--- src/rtl/hazard_ctrl_unit.sv ---
`default_nettype none
// ============================================================================
// Module   : hazard_ctrl_unit
// Purpose  : Load-use stall, branch flush and MUL/DIV sequencing for the
//            5-stage core, with a saturating stall-cycle counter.
// Revision : 1.0  initial release
// ============================================================================
module hazard_ctrl_unit #(
    parameter int MD_TIMEOUT = 64,
    parameter int CNT_W      = 16
) (
    input  logic             clk,
    input  logic             rst,
    input  logic [4:0]       rs1_id,
    input  logic [4:0]       rs2_id,
    input  logic [4:0]       rd_ex,
    input  logic             mem_read_ex,
    input  logic             branch_taken_ex,
    input  logic             md_op_ex,
    input  logic             md_done,
    output logic             md_go,
    output logic             stall_if,
    output logic             stall_id,
    output logic             stall_ex,
    output logic             bubble_ex,
    output logic             bubble_mem,
    output logic             flush_if_id,
    output logic             md_busy,
    output logic             md_error,
    output logic [CNT_W-1:0] stall_count
);

    localparam logic [0:0] c_RUN     = 1'b0;
    localparam logic [0:0] c_MD_WAIT = 1'b1;

    localparam int                    c_WCNT_W    = (MD_TIMEOUT > 2) ? $clog2(MD_TIMEOUT) : 1;
    localparam logic [c_WCNT_W-1:0]   c_WAIT_LAST = c_WCNT_W'(MD_TIMEOUT - 1);
    localparam logic [CNT_W-1:0]      c_CNT_MAX   = {CNT_W{1'b1}};

    logic [0:0]          r_state;
    logic [0:0]          w_state_nxt;
    logic [c_WCNT_W-1:0] r_wait_cnt;
    logic [c_WCNT_W-1:0] w_wait_nxt;
    logic                r_md_error;
    logic                w_set_error;
    logic [CNT_W-1:0]    r_stall_count;
    logic                w_load_use;

    assign w_load_use = mem_read_ex && (rd_ex != 5'd0) &&
                        ((rd_ex == rs1_id) || (rd_ex == rs2_id));

    always_comb begin
        md_go       = 1'b0;
        stall_if    = 1'b0;
        stall_id    = 1'b0;
        stall_ex    = 1'b0;
        bubble_ex   = 1'b0;
        bubble_mem  = 1'b0;
        flush_if_id = 1'b0;
        md_busy     = 1'b0;
        w_state_nxt = r_state;
        w_wait_nxt  = r_wait_cnt;
        w_set_error = 1'b0;
        case (r_state)
            c_RUN: begin
                if (md_op_ex) begin
                    md_go       = 1'b1;
                    stall_if    = 1'b1;
                    stall_id    = 1'b1;
                    stall_ex    = 1'b1;
                    bubble_mem  = 1'b1;
                    w_state_nxt = c_MD_WAIT;
                    w_wait_nxt  = '0;
                end else if (branch_taken_ex) begin
                    // The ID instruction is flushed, so its load-use hazard is moot.
                    flush_if_id = 1'b1;
                    bubble_ex   = 1'b1;
                end else if (w_load_use) begin
                    stall_if  = 1'b1;
                    stall_id  = 1'b1;
                    bubble_ex = 1'b1;
                end
            end
            c_MD_WAIT: begin
                md_busy = 1'b1;
                if (md_done) begin
                    // Release everything so the MUL/DIV result advances to MEM.
                    w_state_nxt = c_RUN;
                end else begin
                    stall_if   = 1'b1;
                    stall_id   = 1'b1;
                    stall_ex   = 1'b1;
                    bubble_mem = 1'b1;
                    if (r_wait_cnt == c_WAIT_LAST) begin
                        w_state_nxt = c_RUN;
                        w_set_error = 1'b1;
                    end else begin
                        w_wait_nxt = r_wait_cnt + c_WCNT_W'(1);
                    end
                end
            end
            default: w_state_nxt = c_RUN;
        endcase
    end

    always_ff @(posedge clk or posedge rst) begin
        if (rst) begin
            r_state       <= c_RUN;
            r_wait_cnt    <= '0;
            r_md_error    <= 1'b0;
            r_stall_count <= '0;
        end else begin
            r_state    <= w_state_nxt;
            r_wait_cnt <= w_wait_nxt;
            if (w_set_error)
                r_md_error <= 1'b1;
            if (stall_if && (r_stall_count != c_CNT_MAX))
                r_stall_count <= r_stall_count + CNT_W'(1);
        end
    end

    assign md_error    = r_md_error;
    assign stall_count = r_stall_count;

endmodule
`default_nettype wire

--- config.mk ---
export PLATFORM = sky130hd
export DESIGN_NAME = hazard_ctrl_unit
export DESIGN_NICKNAME = d
export VERILOG_FILES = /design/src/rtl/hazard_ctrl_unit.sv
export SDC_FILE = /design/constraint.sdc
export NUM_CORES = 1
export LEC_CHECK = 0
export CELL_PAD_IN_SITES_DETAIL_PLACEMENT = 2
export CELL_PAD_IN_SITES_GLOBAL_PLACEMENT = 2
export CORE_MARGIN = 3
export CORE_UTILIZATION = 27
export DETAILED_ROUTE_END_ITERATION = 12
export GPL_ROUTABILITY_DRIVEN = 1
export GPL_TIMING_DRIVEN = 0
export HOLD_SLACK_MARGIN = 0.1
export PLACE_DENSITY_LB_ADDON = 0.1
export SLEW_MARGIN = 10
export SYNTH_ARGS = -nofsm -noshare
export SYNTH_HDL_FRONTEND = slang
export SYNTH_SLANG_ARGS = --single-unit
--- constraint.sdc ---
create_clock -name clk -period 2.3 [get_ports clk]
set_clock_uncertainty 0.15 [all_clocks]
set_input_delay 0.23 -clock clk [delete_from_list [all_inputs] [get_ports clk]]
set_output_delay 0.23 -clock clk [all_outputs]
set_load 0.01 [all_outputs]
-- After elaboration in Yosys (flattened, before gate mapping)
Cells that the tools add are included.
- bits in registers: 24
- input bits: 21
- output and inout bits: 25
- word-level logic and storage cells: 45
- $add $sub $neg: 2
- equality and inequality tests: 7
- multiplexer cells: 25
- bitwise operators: 1
- reductions and logical operators: 6
- operators with widths (operator ; count):
    two-way mux 1 bit ; 18
    two-way mux 6 bit ; 3
    adder 16 x 1 -> 16 bit (second input constant) ; 1
    inequality test 16 bit (second input constant) ; 1
    one-hot mux 6 bit (2 select lines) ; 1
    == test 5 bit ; 2
    adder 6 x 1 -> 6 bit (second input constant) ; 1
    == test 6 bit (second input constant) ; 1
    inequality test 2 bit (second input constant) ; 3
    one-hot mux 1 bit (2 select lines) ; 3
    nonzero test 5 bit ; 1
    logical AND 1 bit ; 3
    AND reduction 3 bit ; 1
    logical OR 1 bit ; 1
    NOT 1 bit ; 1

-- Longest topological paths before layout
- depth in word-level cells: 8
- mapped depth: 7
- gate-level depth less buffers: 6

-- Worst setup path after synthesis
OpenSTA, ideal clock, no wires.
- path kind: register to register
- start: register r_stall_count[0], in the netlist stall_count[0]
- end: register r_stall_count[15], in the netlist stall_count[15]
- library setup time: 0.126 ns
- arrival time: 1.568 ns
- required time: 2.024 ns
- setup slack: 0.456 ns
- stages on the path, launching flop included: 8
- path buffers: 1
- clock period less this slack: 1.844 ns
- cells stage by stage: dfrtp_1 > ha_1 > and2_1 > and3_1 > nand3_2 > buf_4 > nand4_1 > xnor2_1
- longest elaborated chain between the ends: 2
- elaborated cells on any way between the ends: 3
- classes of those cells: add/sub (1); eq/ne (1); reduce/logical (1)
- RTL lines (element ; line ; RTL):
    start: declaration ; 46 ; logic [CNT_W-1:0] r_stall_count;
    start signal: assignment ; 118 ; r_stall_count <= r_stall_count + CNT_W'(1);
    branches (longest 2 deep; another with adder 16 x 1 -> 16 bit) ; - ;
Several ways; the timed one is not identified.
A chain may end at the register's enable or synchronous reset.

-- Final worst setup path
- start: input rd_ex[3]
- end: output stall_id
- longest elaborated chain between the ends: 7
- elaborated cells on any way between the ends: 10
- classes of those cells: eq/ne (2); mux (4); reduce/logical (4)
- RTL lines (element ; line ; RTL):
    start: declaration ; 16 ; input logic [4:0] rd_ex,
    == test 5 bit or nonzero test 5 bit (tied branches) ; 50, 49 ;
    logical OR 1 bit or logical AND 1 bit (tied branches) ; 50, 49 ;
    logical AND 1 bit * ; 49 ; assign w_load_use = mem_read_ex && (rd_ex != 5'd0) &&
    two-way mux 1 bit * ; 78 ; end else if (w_load_use) begin
    two-way mux 1 bit * ; 74 ; end else if (branch_taken_ex) begin
    two-way mux 1 bit * ; 66 ; if (md_op_ex) begin
    one-hot mux 1 bit (2 select lines) * ; 64 ; case (r_state)
    end: declaration ; 23 ; output logic stall_id,
Mark *: on every way between the ends. The rest lies on a longest branch, timed or not.

==> impl_metrics.tcl <==
set metrics [dict create \
    wire_per_inst_um 15.2 \
    timing_hold_violations_final 0 \
    grtUsageTotal 0.138 \
    dieArea_um2 5890 \
    cts_made_buffers 3 \
    core.rowCount 25 \
    antenna_found_initial 0 \
    dp.cells 238 \
    post-route-util 0.411 \
    critPathLaunchType "primary input" \
    ant_nets 0 \
    status "completed" \
    overflow 0 \
    worst_path_largest_cell_delay_ns 0.49 \
    report.final.slew_viol_count 0 \
    place_ws_ns -0.541 \
    finalNonFillerCells 245 \
    io_buffers 45 \
    clkLatencyLatePin_ns 0.27 \
    chipHeight_um 76.8 \
    coreArea_um2 4790 \
    max_freq_mhz 458 \
    grt_pass1_wl_um 6710 \
    ys_seq_elements 24 \
    dp_hpwl_um 2830 \
    power_mw 1.41 \
    hold_path.class "primary input to asynchronous set/reset pin" \
    worstSetupPathType "primary input to output port" \
    finalCritPeriodShare 0.949 \
    crit_required_ns 1.92 \
    netlist_area_um2 1350 \
    report.final.setup_viol 0 \
    viasPerCell 4.60 \
    drive_above_1_share 0.152 \
    path_buf_inv 3 \
    cap_violations 0 \
    r2r_cells 6 \
    wl_um 3730 \
    synth_top_area_cell "dfrtp_1" \
    clock_path_buffers 2 \
    worstPathArrival_ns 1.80 \
    cp.depth 7 \
    yosysTopAreaCellShare 0.444 \
    fin_area_um2 1970 \
    cts_tree "done" \
    synth_cell_types 28 \
    path_cells "dlygate4sd2_1, or4_4, o21ai_2, or3_4, o21bai_4, buf_8, dlygate4sd2_1" \
    powerDensity_nw_per_um2 715 \
    clock_tree.root_cell "clkbuf_8" \
    synth.avg_cell_area_um2 10.7 \
    gp_congestion 0.692 \
    htreeDepth 1 \
    first_pass_iters 4 \
    cts.hold.buffers_added 0 \
    cts.sinks 24 \
    diodes 0 \
    cpMostUsedCell "dlygate4sd2_1" \
    synthTopCellsByArea "dfrtp_1 44%, xnor2_1 9.7%, xor2_1 9.1%, nand3_2 5.2%, and3_1 5.1%" \
    endpoint_kind "output port" \
    fin_tns_setup_ns 0 \
    crit_fanout 3 \
    cp_slowest_cell "or4_4" \
    timing.final.crit_period_ns 2.18 \
    postPlaceCellArea_um2 1890 \
    timing.hold.ws_ns 0.324 \
    ys_warn_count 0 \
    worst_slack_ns 0.117 \
    drt_iter0_markers 32 \
    nets 202 \
    clk_pin_slew_ns 0.09 \
    num_io_pins 46 \
    fp.dieW_um 76.8 \
    path_delay_family "buffers and inverters" \
    area_growth_pct 45.4 \
    leakage_nw 0.852 \
    syn-num-nets 149 \
    seqCellArea_um2 601 \
    rsz0062_at_grt "no" \
    route.detailed.drc 0 \
    multi_input_comb_area_um2 711 \
    slew-limit-headroom 0.358 \
    yosysSeqAreaShare 0.444 \
    vias 1126 \
    synthCells 126 \
    worst_pin_slew_ns 0.962 \
    first_global_vias 1324 \
    grt_max_degree 25 \
    ir_worst_vdd_v 0.000438 \
    nFillCells 508 \
    start_util 0.283 \
]
worst reg2reg max path, delay by kind of cell (launching register included):
family / cells / cell delay [ns]
adder cells (fa/ha/maj): 1 / 0.21
multiplexers: 1 / 0.34
flip-flops: 1 / 0.42
AND/OR/NAND/NOR: 4 / 0.84
logic make-up after synthesis:
| logic type | share of synthesized area |
|---|---|
| xor+xnor | 0.188 |
| flops | 0.444 |
| mux | 0.0167 |
| fa+ha+maj | 0.0185 |
| simple gates | 0.256 |
| compound gates | 0.0435 |
| buf+inv | 0.0333 |
synthesized netlist by cell type:
library cell,instances
and4_1,2
dfrtp_1,24
nand2b_1,2
o21bai_4,1
ha_1,2
o21ai_1,1
nand3_1,1
xor2_1,14
or4_1,1
nand2_1,6
nor2_1,9
o21ai_2,1
xnor2_1,15
nor3b_1,1
o21bai_1,1
mux2_1,1
mux2_2,1
inv_1,3
a22oi_2,1
and2_1,2
and3_1,11
nand4_1,10
nor3_1,3
or3_4,1
nand3_2,7
buf_6,1
a31oi_1,1
buf_4,3
area by class of cell:
type                       instances  share of cell area
clock buffer                       3              0.0210
tap                               67              0.0426
clock inverter                     1              0.0153
multi-input combinational         95               0.361
sequential                        24               0.305
inverter                           3             0.00573
timing repair buffer              48               0.230
buffer                             4              0.0191
metal layers:
| layer | track usage | vias up | routed length (um) |
|---|---|---|---|
| met3 | 0.0352 | 4 | 185 |
| li1 | - | 538 | - |
| met5 | 0 | - | 0 |
| met1 | 0.170 | 554 | 1690 |
| met2 | 0.241 | 30 | 1820 |
| met4 | 0.0326 | 0 | 27 |
report_power, final:
part / total [mW] / leakage, nW / switching (mW) / internal (mW)
clock: 0.379 / 0.0357 / 0.146 / 0.233
combinational: 0.457 / 0.497 / 0.197 / 0.261
sequential: 0.570 / 0.320 / 0.0775 / 0.492
total: 1.41 / 0.852 / 0.420 / 0.986
repair_timing:
action	4_1_cts	5_1_grt
gates resized for setup	9	7
setup buffers	2	1
endpoints found under the setup margin	3	2
pin swaps	1	2
layout by cell type (no fill, tap or decap), types with 2 or more instances in the layout:
cell and count:
clkbuf_8 3, clkbuf_2 3, and2_1 2, nor2_1 9, nand2b_1 2, clkdlybuf4s50_1 37
xor2_1 14, nand3_2 7, dlygate4sd2_1 5, nor3_1 3, inv_1 3, buf_4 6
xnor2_1 15, and4_1 2, and3_1 11, dfrtp_1 24, nand4_1 10, nand2_1 6
ha_1 2
state kept, by name (all words and copies together) (netlist names):
name,count
r_state,1
stall_count,16
r_wait_cnt,6
md_error,1
worst paths after layout:
| check | startpoint | to | slack (ns) |
|---|---|---|---|
| min in group clk | md_error | md_error | 0.34 |
| max reg2reg | stall_count[0] | stall_count[1] | 0.25 |
| min | rst | stall_count[5] | 0.32 |
| max | rd_ex[3] | stall_id | 0.12 |
| max in group asynchronous | rst | r_state | 1.09 |
| min reg2reg | md_error | md_error | 0.34 |
Note: power is estimated with default switching activity, not from simulation.
